--- src/rtl/exception_ctrl.sv ---
// Exception sequencer: EPC capture, cause, pipeline flush, handler redirect and ERET return.
// Latency: EPC strobe 1 cycle after exception, handler redirect after 2; no backpressure, inputs ignored mid-sequence.
module exception_ctrl #(
    parameter logic [31:0] HANDLER_ADDR = 32'h8000_0180,
    parameter logic [4:0]  EXC_OVF      = 5'd12,
    parameter logic [4:0]  EXC_RI       = 5'd10
) (
    input  logic        CLK,
    input  logic        RST,
    input  logic        ovf_exc,
    input  logic        ri_exc,
    input  logic        eret,
    input  logic [31:0] exc_pc,
    input  logic [31:0] epc_in,
    output logic        epc_enable,
    output logic [31:0] epc_pc,
    output logic [31:0] cause,
    output logic        pc_redirect,
    output logic [31:0] redirect_pc,
    output logic        flush_if,
    output logic        flush_id,
    output logic        flush_ex,
    output logic        in_exception,
    output logic        double_fault
);

    typedef enum logic [2:0] {
        IDLE     = 3'd0,
        CAPTURE  = 3'd1,
        REDIRECT = 3'd2,
        HANDLER  = 3'd3,
        RETURN   = 3'd4
    } state_t;

    state_t      state, state_nxt;
    logic [31:0] pc_lat;
    logic [4:0]  exc_code;
    logic        dfault;
    logic        exc_any;

    assign exc_any = ovf_exc | ri_exc;

    always_ff @(posedge CLK) begin
        if (!RST) begin
            state    <= IDLE;
            pc_lat   <= 32'h0;
            exc_code <= 5'd0;
            dfault   <= 1'b0;
        end else begin
            state <= state_nxt;
            if (state == IDLE && exc_any) begin
                pc_lat   <= exc_pc;
                exc_code <= ovf_exc ? EXC_OVF : EXC_RI;
            end
            // A fault while the handler runs is only flagged; EPC and cause are preserved.
            if (state == HANDLER && exc_any)
                dfault <= 1'b1;
        end
    end

    always_comb begin
        state_nxt = state;
        case (state)
            IDLE:     if (exc_any) state_nxt = CAPTURE;
            CAPTURE:  state_nxt = REDIRECT;
            REDIRECT: state_nxt = HANDLER;
            HANDLER:  if (eret) state_nxt = RETURN;
            RETURN:   state_nxt = IDLE;
            default:  state_nxt = IDLE;
        endcase
    end

    always_comb begin
        epc_enable   = 1'b0;
        pc_redirect  = 1'b0;
        redirect_pc  = 32'h0;
        flush_if     = 1'b0;
        flush_id     = 1'b0;
        flush_ex     = 1'b0;
        in_exception = 1'b0;
        case (state)
            CAPTURE: begin
                epc_enable = 1'b1;
                flush_if   = 1'b1;
                flush_id   = 1'b1;
                flush_ex   = 1'b1;
            end
            REDIRECT: begin
                pc_redirect = 1'b1;
                redirect_pc = HANDLER_ADDR;
                flush_if    = 1'b1;
            end
            HANDLER: in_exception = 1'b1;
            RETURN: begin
                pc_redirect  = 1'b1;
                redirect_pc  = epc_in;
                flush_if     = 1'b1;
                flush_id     = 1'b1;
                in_exception = 1'b1;
            end
            default: ;
        endcase
    end

    assign epc_pc       = pc_lat;
    assign cause        = {25'h0, exc_code, 2'b00};
    assign double_fault = dfault;

endmodule
--- config.mk ---
export PLATFORM = sky130hd
export DESIGN_NAME = exception_ctrl
export DESIGN_NICKNAME = d
export VERILOG_FILES = /design/src/rtl/exception_ctrl.sv
export SDC_FILE = /design/constraint.sdc
export NUM_CORES = 1
export LEC_CHECK = 0
export ABC_AREA = 1
export BUFFER_PORTS_ARGS = -buffer_cell sky130_fd_sc_hd__buf_4
export CAP_MARGIN = 20
export CORE_MARGIN = 3
export CORE_UTILIZATION = 31
export CTS_BUF_LIST = sky130_fd_sc_hd__clkbuf_16
export DETAILED_ROUTE_END_ITERATION = 8
export PLACE_DENSITY = 0.67
export SLEW_MARGIN = 5
export SYNTH_ARGS = -nofsm -noshare
export SYNTH_HDL_FRONTEND = slang
export SYNTH_SLANG_ARGS = --single-unit
--- constraint.sdc ---
create_clock -name CLK -period 1.45 [get_ports CLK]
set_input_delay 0.145 -clock CLK [delete_from_list [all_inputs] [get_ports CLK]]
set_output_delay 0.145 -clock CLK [all_outputs]
set_load 0.02 [all_outputs]
==> summary.txt, run 1 <==
Critical path
  • Crit Path Category: reg2out
  • CP max stage delay: 360 ps
  • Cell family contributing the most delay on the critical path: buffers and inverters
  • Crit path arrival time: 1250 ps
  • Maximum fanout along the worst path: 14
  • Setup crit start kind: flip-flop
  • WP buf/inv: 3
  • Worst-path cell with the longest stage delay: dfxtp_4
  • Worst Path Required: 1310 ps
  • Setup crit end kind: output pin
  • Crit-path cells: inv_4 > nand3_4 > buf_6 > nor2_1 > buf_4

Timing
  • RSZ-0062 raised after global routing: yes
  • Min cycle time layout: 1400 ps
  • Worst setup margin: 52.2 ps
  • Max frequency: 715 MHz
  • Final setup TNS: 0 ps
  • Worst clock skew: 7.42 ps
  • Setup-failing EPs final: 0
  • Max-slew violation count: 0
  • Final period utilization: 96.4%
  • Final hold violations: 0

Placed design
  • Post-DP HPWL: 4840 um
  • GP Congestion: 0.801
  • Port bufs: 142
  • Pre-CTS WS: 178 ps

Floorplanning
  • Initial core utilization: 32.8%
  • Die H: 88.9 um
  • Die width: 88.9 um
  • IO Pins: 172
  • Core area: 6490 um2
  • Die Footprint: 7900 um2
  • Floorplan row count: 29

GRT
  • GR peak layer: met2
  • Met3 Use GR: 6.36%
  • First-pass GRT wire length: 8960 um
  • Vias in the first global route: 2,033
  • M2 GR Usage: 27.8%
  • Largest net degree at the start of global routing: 42
  • Initial antenna violation count: 0
  • Met1 Resource Use GR: 13.9%
  • GRT Util Overall: 14.4%
  • Congestion Overflow GR: 0

Power and ir drop
  • Power Density: 1050 nW/um2
  • Peak supply drop: 0.000596 V
  • Final total power: 3.49 mW
  • LEAKAGE: 2.02 nW

Clocking
  • Clock sinks: 39
  • Hold_buf cts: 0
  • CTS Buffer Depth: 2
  • TritonCTS clock tree: built
  • Setup Fix Bufs, Post-CTS: 0
  • Worst-Skew Late Latency: 280 ps
  • Reg clk slew, reported paths: 60 ps
  • Post-CTS resize count: 10
  • Clock Tree Root: clkbuf_16
  • CTS buffer count: 5
  • Htree depth: 2

Detailed routing
  • Initial drt markers: 39
  • Antenna Nets Post-Route: 0
  • Wirelength per Cell: 10.8 um
  • 1st-pass router iterations: 4
  • Vias: 2,299
  • DRC errors left: 0
  • Drt via density: 4.08
  • Final wirelength: 6110 um

Synth
  • Post-Synthesis Cells: 349
  • Largest cells by area after synthesis: dfxtp_1 (37%), nor2_1 (17%), nand2_1 (13%)
  • Top-area cell type share of the netlist area: 36.6%
  • Area leader, netlist: dfxtp_1
  • Ys Warns: 0
  • FF+latch count, synth: 39
  • Synth cell types: 17
  • Mapped Area: 2130 um2
  • Sequential-to-total area share from yosys stat: 36.6%
  • Mean area per synthesized cell: 6.11 um2

Flow run
  • Max-Cap Viols: 0

Min path
  • Hold Crit Class: in2reg

Cells and area
  • Antenna fix cells: 0
  • Finished Core Util: 51.0%
  • Highest-count cells in the layout ignoring fill and taps: buf_4 (143), nor2_1 (95), nand2_1 (75)
  • Final net count: 555
  • Share of layout cells above drive strength 1: 33.5%
  • P&R area growth vs syn: 55.4%
  • Commonest non-fill, non-tap cell in the layout: buf_4

Status
  • Status: complete, no violations
==> kinds of logic (layout without fill, tap and decap cells) <==
logic type	count (synthesis)	count (layout)	synth area share, %
other	1	29	0.176
buffers and inverters	119	229	28.0
DFF	39	39	36.6
and+or+nand+nor	181	181	33.1
AOI/OAI and AO/OA	9	9	2.11
==> sequential cells by signal (all words and copies together) (netlist names) <==
register and count:
epc_pc 32, double_fault 1, state 3, exc_code 3
==> metrics by stage <==
step / hold slack [ps] / cells / area [um2]
floorplan: 280 / 377 / 2240
global placement: 366 / 556 / 3130
detailed placement: 372 / 556 / 3130
CTS: 81.7 / 564 / 3300
global route: 90.9 / 564 / 3310
finish: 87.7 / 564 / 3310
==> cell type report <==
cell class / count / area (um2)
clock buffer: 5 / 125
inverter: 75 / 284
multi-input combinational: 219 / 878
sequential: 39 / 792
tap: 77 / 96.3
clock inverter: 3 / 16.3
timing repair buffer: 146 / 1120
fill: 675 / 3180
==> cells in the mapped netlist, drive strengths merged <==
cell / instances
conb: 1
nand3: 3
inv: 75
nor2: 98
clkbuf: 4
nor3: 1
dfxtp: 39
a21oi: 5
buf: 40
nand2: 76
o21ai: 4
nand4: 3
==> final timing paths <==
| check | from | end | slack [ps] | cells after the start |
|---|---|---|---|---|
| worst max-delay path | state[1]$_SDFFE_PN0P_ | redirect_pc[4] | 50 | 5 |
| worst min-delay path | exc_pc[23] | epc_pc[23]$_SDFFE_PN0P_ | 90 | 3 |
| worst max register to register | state[2]$_SDFFE_PN0P_ | epc_pc[7]$_SDFFE_PN0P_ | 180 | 5 |
| worst min register to register | exc_code[3]$_SDFFE_PN0P_ | exc_code[3]$_SDFFE_PN0P_ | 450 | 2 |
==> worst min-delay path, cell delays in order <==
cell,delay [ps]
buf_4,80
nor2_1,30
nor2_1,80
==> power breakdown <==
part	switching [mW]	internal [mW]
clock	0.406	0.627
sequential	0.0805	1.21
combinational	0.684	0.483
total	1.17	2.32
==> layer usage <==
layer | up-vias | part of all wire (%)
li1 | 1194 | -
met5 | - | 0
met4 | 0 | 0.87
met2 | 107 | 52
met1 | 990 | 34
met3 | 8 | 13
Power figures use the tool's default switching activity.
==> run 2, diff against run 1 <==
--- a/config.mk
+++ b/config.mk
@@ -5,7 +5,6 @@
 export SDC_FILE = /design/constraint.sdc
 export NUM_CORES = 1
 export LEC_CHECK = 0
-export ABC_AREA = 1
 export BUFFER_PORTS_ARGS = -buffer_cell sky130_fd_sc_hd__buf_4
 export CAP_MARGIN = 20
 export CORE_MARGIN = 3
==> run 2 against run 1 <==
Effect of this change: the run now ends with setup timing left; wire length increased by 2.4%; total power fell by 5.2%; maximum frequency fell by 6.8%; register-to-register slack got worse by 110 ps; area after synthesis shrank 0.82%; critical path type unchanged; critical endpoint is now redirect_pc[1].
==> summary.txt, run 2 <==
Timing
  • Final setup TNS: -528 ps (was 0 ps)
  • Worst setup margin: -50.6 ps (was 52.2 ps)
  • Worst clock skew: 3.71 ps (was 7.42 ps)
  • Max-slew violation count: 0 (unchanged)
  • Max frequency: 666 MHz (was 715 MHz)
  • WHS: 79.3 ps (was 87.7 ps)
  • Final period utilization: 103% (was 96.4%)
  • Setup-failing EPs final: 15 (was 0)
  • Final hold violations: 0 (unchanged)
  • Min cycle time layout: 1500 ps (was 1400 ps)
  • RSZ-0062 raised after global routing: yes (unchanged)

Status
  • Violated checks: setup timing
  • Status: finished with violations (was complete, no violations)

Critical path
  • Worst-path cell with the longest stage delay: dfxtp_4 (unchanged)
  • WP buf/inv: 3 (unchanged)
  • Critical R2R Launch: state[1]$_SDFFE_PN0P_ (was state[2]$_SDFFE_PN0P_)
  • Maximum fanout along the worst path: 7 (was 14)
  • Reg2Reg Setup Slack: 70 ps (was 180 ps)
  • Setup crit start kind: flip-flop (unchanged)
  • Crit-path cells: nand2b_4 > nor2_4 > buf_6 > clkbuf_16 > and2_4 > buf_6 (was inv_4 > nand3_4 > buf_6 > nor2_1 > buf_4)
  • Worst r2r dst: epc_pc[19]$_SDFFE_PN0P_ (was epc_pc[7]$_SDFFE_PN0P_)
  • Crit Path Category: reg2out (unchanged)
  • Reg2Reg Depth: 5 (unchanged)
  • Cell family contributing the most delay on the critical path: simple AND/OR/NAND/NOR gates (was buffers and inverters)
  • CP max stage delay: 340 ps (was 360 ps)
  • Setup crit end kind: output pin (unchanged)
  • Crit path arrival time: 1360 ps (was 1250 ps)
  • Worst Path Required: 1310 ps (about the same)
  • CP most frequent cell: buf_6

Power and ir drop
  • Power Density: 927 nW/um2 (was 1050 nW/um2)
  • Part of the power in combinational logic: 31.9% (was 33.4%)
  • Flop pwr share: 37.7% (was 37.0%)
  • Clock share of power: 30.4% (was 29.6%)
  • LEAKAGE: 1.81 nW (was 2.02 nW)
  • Final total power: 3.31 mW (was 3.49 mW)
  • P_int: 2.32 mW (about the same)
  • Switching power: 995 uW (was 1.17 mW)
  • Peak supply drop: 0.000604 V (was 0.000596 V)
  • Sw Share: 30.0% (was 33.5%)

Min path
  • Hold path startpoint: eret (was exc_pc[23])
  • Hold endpoint: state[1]$_SDFFE_PN0P_ (was epc_pc[23]$_SDFFE_PN0P_)
  • Hold Crit Class: in2reg (unchanged)
  • Hold Path Stages: 2 (was 3)

Synth
  • Cell with the most instances after synthesis: nand2_1 (was nor2_1)
  • Number of synthesized flops with an enable pin: 0 (unchanged)
  • Mapped Area: 2110 um2 (was 2130 um2)
  • Sequential-to-total area share from yosys stat: 36.9% (was 36.6%)
  • Ys Warns: 0 (unchanged)
  • Area leader, netlist: dfxtp_1 (unchanged)
  • Largest cells by area after synthesis: dfxtp_1 (37%), mux2i_1 (15%), nand2_1 (12%) (was dfxtp_1 (37%), nor2_1 (17%), nand2_1 (13%))
  • Fraction of registers with async set/reset: 0% (unchanged)
  • Post-Synthesis Cells: 250 (was 349)
  • Synth cell count leaders: nand2_1 (69), dfxtp_1 (39), mux2i_1 (32) (was nor2_1 (97), nand2_1 (76), inv_1 (74))
  • FF+latch count, synth: 39 (unchanged)
  • Top-area cell type share of the netlist area: 36.9% (was 36.6%)
  • Synth cell types: 26 (was 17)
  • Ys flop type: dfxtp_1 (unchanged)
  • Mean area per synthesized cell: 8.45 um2 (was 6.11 um2)

Floorplanning
  • Die H: 88.6 um (was 88.9 um)
  • Floorplan row count: 29 (unchanged)
  • IO Pins: 172 (unchanged)
  • Die width: 88.6 um (was 88.9 um)
  • Die Footprint: 7840 um2 (was 7900 um2)
  • Initial core utilization: 32.5% (was 32.8%)
  • Core area: 6490 um2 (unchanged)

Detailed routing
  • Final wirelength: 6260 um (was 6110 um)
  • 1st-pass router iterations: 4 (unchanged)
  • DRC errors left: 0 (unchanged)
  • Antenna Nets Post-Route: 0 (unchanged)
  • Drt via density: 4.37 (was 4.08)
  • Wirelength per Cell: 13.2 um (was 10.8 um)
  • Vias: 2,072 (was 2,299)
  • Initial drt markers: 25 (was 39)

Placed design
  • Placed Cells: 458 (was 556)
  • GP Congestion: 0.727 (was 0.801)
  • Port bufs: 142 (unchanged)
  • Post-DP HPWL: 4540 um (was 4840 um)

Clocking
  • Reg clk slew, reported paths: 50 ps (was 60 ps)
  • Worst-Skew Late Latency: 270 ps (was 280 ps)
  • TritonCTS clock tree: built (unchanged)
  • CTS buffer count: 5 (unchanged)
  • Htree depth: 2 (unchanged)
  • Clock Tree Root: clkbuf_16 (unchanged)
  • Clock sinks: 39 (unchanged)
  • CTS Buffer Depth: 2 (unchanged)

Cells and area
  • Commonest non-fill, non-tap cell in the layout: buf_4 (unchanged)
  • Finished Core Util: 55.0% (was 51.0%)
  • P&R area growth vs syn: 69.0% (was 55.4%)
  • Area of the multi-input gates: 1150 um2 (was 878 um2)
  • Highest-count cells in the layout ignoring fill and taps: buf_4 (120), nand2_1 (69), dfxtp_1 (36) (was buf_4 (143), nor2_1 (95), nand2_1 (75))
  • Filler cells: 597 (was 675)
  • Share of layout cells above drive strength 1: 48.4% (was 33.5%)
  • Largest register FFs: 32 (unchanged)
  • Non-Filler Instances: 474 (was 564)
  • FF/Latch Area: 790 um2 (was 792 um2)
  • Antenna fix cells: 0 (unchanged)
  • Final net count: 465 (was 555)

GRT
  • Vias in the first global route: 1,919 (was 2,033)
  • GRT Util Overall: 14.3% (was 14.4%)
  • Initial antenna violation count: 0 (unchanged)
  • Largest net degree at the start of global routing: 40 (was 42)
  • Congestion Overflow GR: 0 (unchanged)
  • First-pass GRT wire length: 8870 um (was 8960 um)

Flow run
  • Max-Cap Viols: 0 (unchanged)
==> run 2: worst max-delay path by stage <==
stage                               to  slack [ps]  cells past startpoint             startpoint
2_1_floorplan          redirect_pc[11]         160                      5  state[2]$_SDFFE_PN0P_
3_3_place_gp           redirect_pc[18]          90                      5  state[1]$_SDFFE_PN0P_
3_5_place_dp   epc_pc[24]$_SDFFE_PN0P_          50                      4  state[2]$_SDFFE_PN0P_
4_1_cts                redirect_pc[21]         -70                      6  state[1]$_SDFFE_PN0P_
5_1_grt                redirect_pc[29]        -100                      6  state[1]$_SDFFE_PN0P_
6_report                redirect_pc[1]         -50                      6  state[1]$_SDFFE_PN0P_
==> run 2: metal layers <==
metal / GRT usage, % / part of all wire [%] / vias to the layer above
met5: 0 / 0 / -
met4: 3.57 / 0.94 / 0
met3: 5.12 / 11 / 6
met2: 25.6 / 51 / 112
met1: 16.1 / 37 / 926
li1: - / - / 1028
==> run 2: layout make-up <==
| type | instances | area share, % |
|---|---|---|
| clock buffers | 5 | 3.50 |
| clock inverters | 3 | 0.315 |
| inverters | 1 | 0.105 |
| multi-input cells | 191 | 32.2 |
| flip-flops and latches | 39 | 22.1 |
| well taps | 77 | 2.70 |
| repair buffers | 158 | 39.1 |
==> run 2: logic make-up after synthesis <==
kind of cell	share of synthesized area, %
other	0.177
buffers and inverters	17.3
xor gates and xnor gates	0.415
muxes	15.2
AOI/OAI and AO/OA	3.91
DFF	36.9
and+or+nand+nor	26.1
==> run 2: what timing repair did <==
action,CTS,global route
buffers inserted,4,1
resized for setup,43,21
hold buffers,0,0
cloned,1,3
pin swaps,2,18
endpoints found under the setup margin,35,53
==> run 2: power by group through the flow <==
stage / combinational (mW) / sequential [mW] / clock (mW)
after floorplan: 0.547 / 1.38 / 0
after global placement: 0.960 / 1.27 / 0
after detailed placement: 0.970 / 1.27 / 0
after CTS: 0.998 / 1.25 / 1.05
after global routing: 1.14 / 1.26 / 1.08
final: 1.06 / 1.25 / 1.01
==> run 2: metrics by stage <==
step	instance area, um2	setup WS [ps]
global route	3570	-97.8
CTS	3440	-73.9
detailed placement	3120	53.6
floorplan	2220	157
finish	3570	-50.6
global placement	3120	94.8
